$ cat config.mk
export PLATFORM = sky130hd
export DESIGN_NAME = mcu_spi_frontend
export DESIGN_NICKNAME = d
export VERILOG_FILES = /design/src/rtl/mcu_spi_pkg.sv /design/src/rtl/spi_sync_edge.sv /design/src/rtl/mcu_spi_frontend.sv
export SDC_FILE = /design/constraint.sdc
export NUM_CORES = 1
export LEC_CHECK = 0
export CAP_MARGIN = 5
export CORE_UTILIZATION = 45
export CTS_CLUSTER_DIAMETER = 50
export DETAILED_ROUTE_END_ITERATION = 6
export PLACE_DENSITY_LB_ADDON = 0.15
export SLEW_MARGIN = 20
export SYNTH_ARGS = -nofsm -noshare
export SYNTH_HDL_FRONTEND = slang
export SYNTH_SLANG_ARGS = --single-unit
$ cat constraint.sdc
create_clock -name clk -period 1.7 [get_ports clk]
set_input_delay 0.34 -clock clk [delete_from_list [all_inputs] [get_ports clk]]
set_output_delay 0.34 -clock clk [all_outputs]
set_load 0.02 [all_outputs]
$ cat src/rtl/mcu_spi_pkg.sv
`default_nettype none
// +--------------------------------------------------------------------------+
// | mcu_spi_pkg : target ids, frame FSM states and target decode helper      |
// | Rev 1.0                                                                  |
// +--------------------------------------------------------------------------+
package mcu_spi_pkg;

  localparam logic [7:0] TGT_SYS = 8'd0;
  localparam logic [7:0] TGT_HID = 8'd1;
  localparam logic [7:0] TGT_OSD = 8'd2;

  typedef enum logic [1:0] {
    IDLE    = 2'd0,
    TGT     = 2'd1,
    FIRST   = 2'd2,
    PAYLOAD = 2'd3
  } spi_state_e;

  // One-hot {osd, hid, sys}; ids at or beyond num_tgt select nothing.
  function automatic logic [2:0] tgt_decode(input logic [7:0] tgt, input logic [7:0] num_tgt);
    logic [2:0] oh;
    oh = 3'b000;
    if (tgt < num_tgt) begin
      case (tgt)
        TGT_SYS: oh = 3'b001;
        TGT_HID: oh = 3'b010;
        TGT_OSD: oh = 3'b100;
        default: oh = 3'b000;
      endcase
    end
    return oh;
  endfunction

endpackage
`default_nettype wire

$ cat src/rtl/spi_sync_edge.sv
`default_nettype none
// +--------------------------------------------------------------------------+
// | spi_sync_edge : pin synchroniser with rise/fall pulses on the edge pin,  |
// |                 plus plain level synchronisation for auxiliary pins      |
// | Rev 1.0                                                                  |
// +--------------------------------------------------------------------------+
module spi_sync_edge #(
  parameter int STAGES = 2,
  parameter int AUX_W  = 2
) (
  input  logic             clk,
  input  logic             reset,
  input  logic             pin_i,
  input  logic [AUX_W-1:0] aux_i,
  output logic [AUX_W-1:0] aux_o,
  output logic             rise_o,
  output logic             fall_o
);

  logic [STAGES-1:0]            edge_q;
  logic                         prev_q;
  logic [STAGES-1:0][AUX_W-1:0] aux_q;

  always_ff @(posedge clk) begin
    if (reset) begin
      edge_q <= '0;
      prev_q <= 1'b0;
      aux_q  <= '0;
    end else begin
      edge_q <= {edge_q[STAGES-2:0], pin_i};
      prev_q <= edge_q[STAGES-1];
      aux_q  <= {aux_q[STAGES-2:0], aux_i};
    end
  end

  assign aux_o  = aux_q[STAGES-1];
  assign rise_o = edge_q[STAGES-1] & ~prev_q;
  assign fall_o = ~edge_q[STAGES-1] & prev_q;

endmodule
`default_nettype wire

$ cat src/rtl/mcu_spi_frontend.sv
`default_nettype none
// +--------------------------------------------------------------------------+
// | mcu_spi_frontend : oversampled SPI slave routing MCU frames to targets   |
// | Rev 1.0                                                                  |
// +--------------------------------------------------------------------------+
module mcu_spi_frontend
  import mcu_spi_pkg::*;
#(
  parameter int SYNC_STAGES = 2,
  parameter int NUM_TGT     = 3
) (
  input  logic       clk,
  input  logic       reset,
  input  logic       spi_io_ss,
  input  logic       spi_io_clk,
  input  logic       spi_io_din,
  output logic       spi_io_dout,
  output logic [7:0] data_out,
  output logic       data_start,
  output logic       sys_strobe,
  output logic       hid_strobe,
  output logic       osd_strobe,
  input  logic [7:0] sys_din,
  input  logic [7:0] hid_din,
  input  logic [7:0] osd_din
);

  localparam logic [7:0] NUM_TGT_B = 8'(NUM_TGT);

  logic [1:0] w_aux_s;
  logic       w_ss_s, w_mosi_s;
  logic       w_sck_rise_raw, w_sck_fall_raw;
  logic       w_sck_rise, w_sck_fall;
  logic [2:0] w_tgt_oh;
  logic [7:0] w_reply;

  spi_state_e state_q, state_d;
  logic [2:0] bit_cnt_q, bit_cnt_d;
  logic [7:0] rx_q, rx_d;
  logic [7:0] tx_q, tx_d;
  logic [7:0] tgt_q, tgt_d;
  logic [7:0] data_q, data_d;
  logic [2:0] strobe_q, strobe_d;
  logic       start_q, start_d;
  logic       byte_done_q, byte_done_d;
  logic       ss_prev_q;

  spi_sync_edge #(
    .STAGES (SYNC_STAGES),
    .AUX_W  (2)
  ) u_sync (
    .clk    (clk),
    .reset  (reset),
    .pin_i  (spi_io_clk),
    .aux_i  ({spi_io_din, spi_io_ss}),
    .aux_o  (w_aux_s),
    .rise_o (w_sck_rise_raw),
    .fall_o (w_sck_fall_raw)
  );

  assign w_ss_s     = w_aux_s[0];
  assign w_mosi_s   = w_aux_s[1];
  assign w_sck_rise = w_sck_rise_raw & ~w_ss_s;
  assign w_sck_fall = w_sck_fall_raw & ~w_ss_s;

  assign w_tgt_oh = tgt_decode(tgt_q, NUM_TGT_B);

  // Reply only once a target is latched; unknown ids decode to no select.
  always_comb begin
    w_reply = 8'h00;
    if (state_q == FIRST || state_q == PAYLOAD) begin
      w_reply = ({8{w_tgt_oh[0]}} & sys_din)
              | ({8{w_tgt_oh[1]}} & hid_din)
              | ({8{w_tgt_oh[2]}} & osd_din);
    end
  end

  always_comb begin
    state_d     = state_q;
    bit_cnt_d   = bit_cnt_q;
    rx_d        = rx_q;
    tx_d        = tx_q;
    tgt_d       = tgt_q;
    data_d      = data_q;
    strobe_d    = 3'b000;
    start_d     = 1'b0;
    byte_done_d = 1'b0;
    if (w_ss_s) begin
      state_d   = IDLE;
      bit_cnt_d = 3'd0;
      rx_d      = 8'h00;
      tx_d      = 8'h00;
    end else begin
      if (w_sck_rise) begin
        rx_d        = {rx_q[6:0], w_mosi_s};
        bit_cnt_d   = bit_cnt_q + 3'd1;
        byte_done_d = (bit_cnt_q == 3'd7);
      end
      if (w_sck_fall) begin
        tx_d = (bit_cnt_q == 3'd0) ? w_reply : {tx_q[6:0], 1'b0};
      end
      case (state_q)
        // ss is low here, so a high previous sample marks the falling edge
        IDLE: if (ss_prev_q) state_d = TGT;
        TGT: begin
          if (byte_done_q) begin
            tgt_d   = rx_q;
            state_d = FIRST;
          end
        end
        FIRST, PAYLOAD: begin
          if (byte_done_q) begin
            data_d   = rx_q;
            strobe_d = w_tgt_oh;
            start_d  = (state_q == FIRST) && (|w_tgt_oh);
            state_d  = PAYLOAD;
          end
        end
        default: state_d = IDLE;
      endcase
    end
  end

  always_ff @(posedge clk) begin
    if (reset) begin
      state_q     <= IDLE;
      bit_cnt_q   <= 3'd0;
      rx_q        <= 8'h00;
      tx_q        <= 8'h00;
      tgt_q       <= 8'h00;
      data_q      <= 8'h00;
      strobe_q    <= 3'b000;
      start_q     <= 1'b0;
      byte_done_q <= 1'b0;
      ss_prev_q   <= 1'b0;
    end else begin
      state_q     <= state_d;
      bit_cnt_q   <= bit_cnt_d;
      rx_q        <= rx_d;
      tx_q        <= tx_d;
      tgt_q       <= tgt_d;
      data_q      <= data_d;
      strobe_q    <= strobe_d;
      start_q     <= start_d;
      byte_done_q <= byte_done_d;
      ss_prev_q   <= w_ss_s;
    end
  end

  assign spi_io_dout = tx_q[7];
  assign data_out    = data_q;
  assign data_start  = start_q;
  assign sys_strobe  = strobe_q[0];
  assign hid_strobe  = strobe_q[1];
  assign osd_strobe  = strobe_q[2];

endmodule
`default_nettype wire
Yosys cells after proc, flatten, opt, wreduce, memory -nomap -nowiden
Index checks and enable logic that the tools add are counted.
- magnitude comparators: 1
- eq/ne operators: 9
- reductions and logical operators: 13
- add/subtract/negate cells: 1
- multiplexer cells: 8
- bitwise operators: 15
- operator list (kind ; count):
    $and A8 B8 Y8 ; 3
    $mux W8 ; 2
    $or A8 B8 Y8 ; 2
    $pmux W3 S3 ; 1
    $reduce_and A3 Y1 ; 3
    $eq A8 B1 Y1 const B ; 1
    $eq A8 B2 Y1 const B ; 1
    $logic_not A8 Y1 ; 1
    $lt A8 B2 Y1 const B ; 1
    $mux W2 ; 3
    $ne A2 B2 Y1 const B ; 3
    $not A1 Y1 ; 6
    $pmux W2 S3 ; 1
    $reduce_or A3 Y1 ; 2
    $and A1 B1 Y1 ; 4
    $eq A2 B2 Y1 const B ; 2
    $reduce_or A2 Y1 ; 2
    $reduce_or A4 Y1 ; 1
    $add A3 B1 Y3 const B ; 1
    $eq A3 B3 Y1 const B ; 1
    $logic_not A3 Y1 ; 1
    $mux W3 ; 1
    $eq A2 B1 Y1 const B ; 1
    $logic_not A2 Y1 ; 1
    other kinds (2) ; 2
- output and inout bits: 13
- input port bits: 29
- register bits: 50

Logic depth before layout (Yosys ltp)
Gate-level depths: netlist of run 1.
- depth after elaboration: 8
- gate-level depth with buffers: 6
- mapped depth without buffers: 6

Modules after synthesis
Synthesis of run 1 repeated with hierarchy kept, for this count alone.
- cell total of the unflattened synthesis: 203
- area total of the unflattened synthesis: 2031.9 µm²
- by module, submodules not included (module ; cells an instance ; instances ; area an instance (µm²)):
    mcu_spi_frontend ; 185 ; 1 ; 1820.5
    spi_sync_edge ; 18 ; 1 ; 211.5

Worst setup path after synthesis of run 1
OpenSTA, ideal clock, no wires.
- path kind: register to register
- start point: register tgt_q[2]
- end point: register strobe_q[2]
- setup slack: 0.102 ns
- library setup time: 0.073 ns
- stages on the path, launching flop included: 4
- period minus slack after synthesis: 1.598 ns
- arrival time: 1.524 ns
- cells stage by stage: dfxtp_1 > or4_4 > or4b_4 > nor3b_2
- word-level cells in the longest chain between the ends: 3
- ends and longest elaborated chain (element ; line ; text):
    start: declaration ; mcu_spi_frontend.sv:41 ; logic [7:0] tgt_q, tgt_d;
    start signal: assignment ; mcu_spi_frontend.sv:141 ; tgt_q <= tgt_d;
    parallel branches: the longest is 2 deep, another holds $lt A8 B2 Y1 ; -- ;
    $mux W3 * ; mcu_spi_pkg.sv:23 ; if (tgt < num_tgt) begin
    end signal: assignment ; mcu_spi_frontend.sv:143 ; strobe_q <= strobe_d;
    end: declaration ; mcu_spi_frontend.sv:43 ; logic [2:0] strobe_q, strobe_d;
Every way passes the cells marked *.
A chain may end at the register's enable or synchronous reset.

Worst setup path after layout of run 1
Same ends and word-level chain as after synthesis.

==> flow_summary.toml, run 1 <==
[run_status]
status = "finished, final reports clean"

[clock_tree]
root_buffer = "clkbuf_8"
cts_resized = 0
clock_path_buffers = 2
ctsHtreeMaxLevel = 2
cts_tree = "yes"
cts_sinks = 50
path_clk_slew_ps = 90
cts_buffers = 5
insertion_delay_ps = 290

[yosys]
yosysTopAreaCell = "dfxtp_1"
ys_ff_latch = 50
syn_area_per_cell_um2 = 9.41
yosys-top-cells-count = "dfxtp_1 (50), nor2_1 (29), mux2i_1 (25)"
synth-edff-count = 0
ys_top_cells_by_area = "dfxtp_1 (49%), mux2i_1 (12%), nor2_1 (5.4%)"
synth_ff_type = "dfxtp_1"
synth_top_area_frac = 0.495
synth_seq_area_share = 0.495
synth_warnings = 0
async_flop_share = 0
synth.distinct_cells = 28
syn_nets = 247
synth_most_common_cell = "dfxtp_1"
syn-instance-count = 215
synth_area_mm2 = 0.00202

[worst_setup_path]
r2r_end = "strobe_q[2]"
slowest_delay_ps = 550
crit_fanout = 4
required_ps = 1930
path_delay_family = "simple AND/OR/NAND/NOR gates"
setup.worst_path.class = "register to register"
start_kind = "register"
r2r_cells = 3
r2r_start = "tgt_q[2]"
critical_path_buf_inv_count = 0
endpoint_kind = "register"
crit_arrival_ps = 1880
cp.depth = 3
cpMaxStageDelayCell = "or4_4"
worstPathCellList = "or4_4 > or4b_4 > nor3b_2"
r2r_setup_slack_ps = 50

[hold_path]
worst_hold_path.num_cells = 1
hold-path-endpoint = "u_sync.aux_o[0]"
worstHoldStart = "u_sync.aux_q[0]"
hold_path.class = "register to register"

[global_routing]
grt_usage = 0.184
grt_pass1_vias = 1458
antenna_found_initial = 0
grt_remaining_overflow = 0
grt_pass1_wl_um = 7050
grt_max_degree = 16

[timing]
hold_viol_final = 0
relSlewSlack = 0.691
hold_ws_ps = 446
max_freq_mhz = 605
setup_violations = 0
worst_pin_slew_ps = 464
rsz0062_at_grt = "false"
layout_min_cycle_time_ps = 1650
fin_setup_tns_ps = 0
fin_skew_ps = 6.37
timing.final.crit_share = 0.972
timing.final.max_slew_violations = 0

[drt]
firstDrtPassIters = 4
route.detailed.drc = 0
vias = 1621
wl_per_cell_um = 13.2
ant_nets = 0
drt_iter0_drc = 83
vias_per_cell = 5.11
wl_um = 4190

[floorplanning]
fp.dieW_um = 69.1
fp.coreArea_mm2 = 0.00432
fp.dieH_um = 69.1
rows = 24
die_area_mm2 = 0.00477
io_pins = 42
start_util = 0.468

[power_and_ir_drop]
power_uw = 2040
vdd_drop_max_uv = 951
p_leak_uw = 0.00101
powerDensity_mw_per_mm2 = 771

[place]
portBuffers = 41
place_congestion = 0.780
dpl.cell_count = 308
dp_hpwl_um = 3130

[finish]
instances_no_fill = 317
syn2layout_area_growth_pct = 30.5
layout-drive-gt1-share = 0.117
nNetsFinal = 296
diodes = 0

[run]
drv_cap = 0
==> report_power, final <==
| group | leakage, uW | internal (uW) | switching [uW] |
|---|---|---|---|
| sequential | 0.000405 | 1190 | 12.7 |
| clock | 0.0000482 | 329 | 361 |
| combinational | 0.000561 | 88.8 | 56.6 |
==> cell usage in the layout (no fill, tap or decap), types with 3 or more instances in the layout <==
master and n:
ha_1 3, a21oi_1 10, mux2i_1 25, nand2b_1 3, nand2_1 23, buf_4 13, clkdlybuf4s50_1 41, o221a_2 3
nor2b_1 12, o21ai_0 14, nor2_1 29, dfxtp_1 50, clkbuf_8 6, and2_1 7, a31oi_1 7
==> repair_timing <==
item / in CTS / in global routing
hold buffers: 0 / 0
setup endpoints to repair: 3 / 7
cloned: 0 / 0
buffers inserted: 0 / 1
pin swaps: 1 / 1
==> layer usage <==
metal | up-vias | global-route usage | routed length [um]
met3 | 5 | 0.0409 | 205
met4 | 0 | 0.0476 | 41
met1 | 747 | 0.262 | 2050
li1 | 821 | - | -
met2 | 48 | 0.282 | 1890
met5 | - | 0 | 0
==> final cells by class <==
type | instances | area, um^2
timing repair buffer | 54 | 508
sequential | 50 | 1000
multi-input combinational | 151 | 967
clock inverter | 1 | 5.00
fill | 405 | 1680
tap | 52 | 65.1
clock buffer | 7 | 86.3
inverter | 2 | 7.51
==> cells by family after synthesis <==
family	count (synthesis)	share of synthesized area
compound gates	36	0.108
xor+xnor	1	0.00433
fa+ha+maj	3	0.0186
buf+inv	14	0.0272
flops	50	0.495
mux	25	0.124
simple gates	86	0.223
==> flip-flops by register name, summed over array words and instances, names as in the netlist, 2 cells and up <==
signal and flops:
strobe_q 3, u_sync.edge_q 2, u_sync.aux_q 2, bit_cnt_q 3
u_sync.aux_o 2, state_q 2, data_out 8, tgt_q 8
rx_q 8, tx_q 8
==> how the worst max path moves through the flow <==
| stage | startpoint | end |
|---|---|---|
| final | tgt_q[2] | strobe_q[2] |
| after global routing | tgt_q[2] | strobe_q[2] |
| after CTS | tgt_q[2] | strobe_q[2] |
| after detailed placement | tgt_q[2] | tx_q[2] |
| after global placement | reset | strobe_q[2] |
| after floorplan | tgt_q[2] | strobe_q[2] |
==> per-stage QoR <==
stage	setup slack, ps	utilization	cell area [um^2]
3_5_place_dp	7.13	0.588	2540
5_1_grt	18.3	0.611	2640
3_3_place_gp	54.8	0.588	2540
2_1_floorplan	102	-	2020
4_1_cts	39.6	0.609	2630
6_report	46.9	0.611	2640
(Power assumes the default switching activity.)
==> run 2, diff against run 1 <==
--- a/config.mk
+++ b/config.mk
@@ -5,7 +5,8 @@
 export SDC_FILE = /design/constraint.sdc
 export NUM_CORES = 1
 export LEC_CHECK = 0
-export CAP_MARGIN = 5
+export CAP_MARGIN = 20
+export CORE_MARGIN = 2
 export CORE_UTILIZATION = 45
 export CTS_CLUSTER_DIAMETER = 50
 export DETAILED_ROUTE_END_ITERATION = 6
==> flow_summary.toml, run 2 (synthesis gave the netlist of run 1 again) <==
[clock_tree]
ctsHoldBuffers = 0
clock_path_buffers = 2
root_buffer = "clkbuf_8"
cts_resized = 0
cts_tree = "yes"
cts_sinks = 50
cts_buffers = 5
insertion_delay_ps = 310
ctsHtreeMaxLevel = 2
path_clk_slew_ps = 90

[drt]
drt_iter0_drc = 98
firstDrtPassIters = 4
wl_um = 4280
vias = 1623
route.detailed.drc = 0
ant_nets = 0
vias_per_cell = 5.14
wl_per_cell_um = 13.5

[global_routing]
grt_remaining_overflow = 0
grt_pass1_vias = 1462
grt_usage = 0.184
antenna_found_initial = 0
grt_max_degree = 17
grt_pass1_wl_um = 7310

[timing]
timing.final.crit_share = 0.970
worst_pin_slew_ps = 441
timing.final.max_slew_violations = 0
max_freq_mhz = 606
hold_viol_final = 0
setup_violations = 0
relSlewSlack = 0.706
rsz0062_at_grt = "false"
fin_skew_ps = 6.12
layout_min_cycle_time_ps = 1650

[worst_setup_path]
worstPathCellList = "or4_4 > or4b_4 > nor3b_2"
slowest_delay_ps = 550
r2r_end = "strobe_q[2]"
setup.worst_path.class = "register to register"
r2r_setup_slack_ps = 50
r2r_cells = 3
endpoint_kind = "register"
path_delay_family = "simple AND/OR/NAND/NOR gates"
r2r_start = "tgt_q[2]"
critical_path_buf_inv_count = 0
crit_fanout = 4
cpMaxStageDelayCell = "or4_4"
crit_arrival_ps = 1890
required_ps = 1940
start_kind = "register"

[floorplanning]
fp.dieH_um = 71.1
die_area_mm2 = 0.00505
start_util = 0.465
fp.dieW_um = 71.1
fp.coreArea_mm2 = 0.00435
io_pins = 42
rows = 24

[run_status]
status = "finished, final reports clean"

[finish]
nNetsFinal = 295
layout-drive-gt1-share = 0.117
syn2layout_area_growth_pct = 32.7
diodes = 0
final_area_mm2 = 0.00268
final_cell_mix = "dfxtp_1 (50), clkdlybuf4s50_1 (41), nor2_1 (29)"
layout_commonest_cell = "dfxtp_1"

[power_and_ir_drop]
vdd_drop_max_uv = 503
powerDensity_mw_per_mm2 = 882
p_leak_uw = 0.00103
power_uw = 2370

[place]
portBuffers = 41
place_congestion = 0.791
placed_area_mm2 = 0.00253
dp_hpwl_um = 3090

[hold_path]
worstHoldStart = "u_sync.aux_q[1]"
worst_hold_path.num_cells = 1
hold-path-endpoint = "u_sync.aux_o[1]"
hold_path.class = "register to register"

[run]
drv_cap = 0
==> run 2: power breakdown <==
| group | internal (uW) | leakage (uW) | switching, uW |
|---|---|---|---|
| Sequential | 1190 | 0.000405 | 12.8 |
| Clock | 627 | 0.0000714 | 397 |
| Combinational | 87.1 | 0.000556 | 55.7 |
==> run 2: layer usage <==
metal  vias to the layer above  wire length (um)  GRT usage
li1                        823                 -          -
met1                       758              2270      0.283
met2                        35              1790      0.249
met3                         7               154     0.0427
met4                         0                65     0.0629
met5                         -                 0          0
==> run 2: worst max-delay path by stage <==
| stage | start | depth (start not counted) | slack [ps] | endpoint |
|---|---|---|---|---|
| 2_1_floorplan | tgt_q[2] | 3 | 100 | strobe_q[2] |
| 3_3_place_gp | reset | 4 | 50 | strobe_q[2] |
| 3_5_place_dp | tgt_q[2] | 4 | -10 | tx_q[1] |
| 4_1_cts | tgt_q[2] | 3 | 40 | strobe_q[2] |
| 5_1_grt | tgt_q[2] | 3 | 3 | strobe_q[1] |
| 6_report | tgt_q[2] | 3 | 50 | strobe_q[2] |
==> run 2: worst reg2reg max path: stages, from the launching register on <==
cell and delay [ps]:
dfxtp_1 320, or4_4 550, or4b_4 540, nor3b_2 180
==> run 2: area by class of cell <==
| cell class | instances | area (um^2) |
|---|---|---|
| well taps | 52 | 65.1 |
| flip-flops and latches | 50 | 1000 |
| inverters | 2 | 7.51 |
| clock buffers | 6 | 82.6 |
| clock inverters | 2 | 60.1 |
| multi-input cells | 151 | 967 |
| fillers | 403 | 1670 |
| repair buffers | 53 | 500 |
==> run 2: through the flow <==
| step | TNS (ps) | std cells | hold WS [ps] | utilization | setup WS, ps |
|---|---|---|---|---|---|
| floorplan | 0 | 215 | 414 | - | 102 |
| global placement | 0 | 307 | 420 | 0.582 | 48.6 |
| detailed placement | -14.9 | 307 | 428 | 0.582 | -14.9 |
| CTS | 0 | 315 | 444 | 0.615 | 44.2 |
| global route | 0 | 316 | 462 | 0.616 | 2.54 |
| finish | 0 | 316 | 441 | 0.616 | 50.3 |
==> run 2: repair_timing <==
item	in CTS	in global routing
endpoints found under the setup margin	4	7
pin swaps	1	1
buffers inserted	0	1
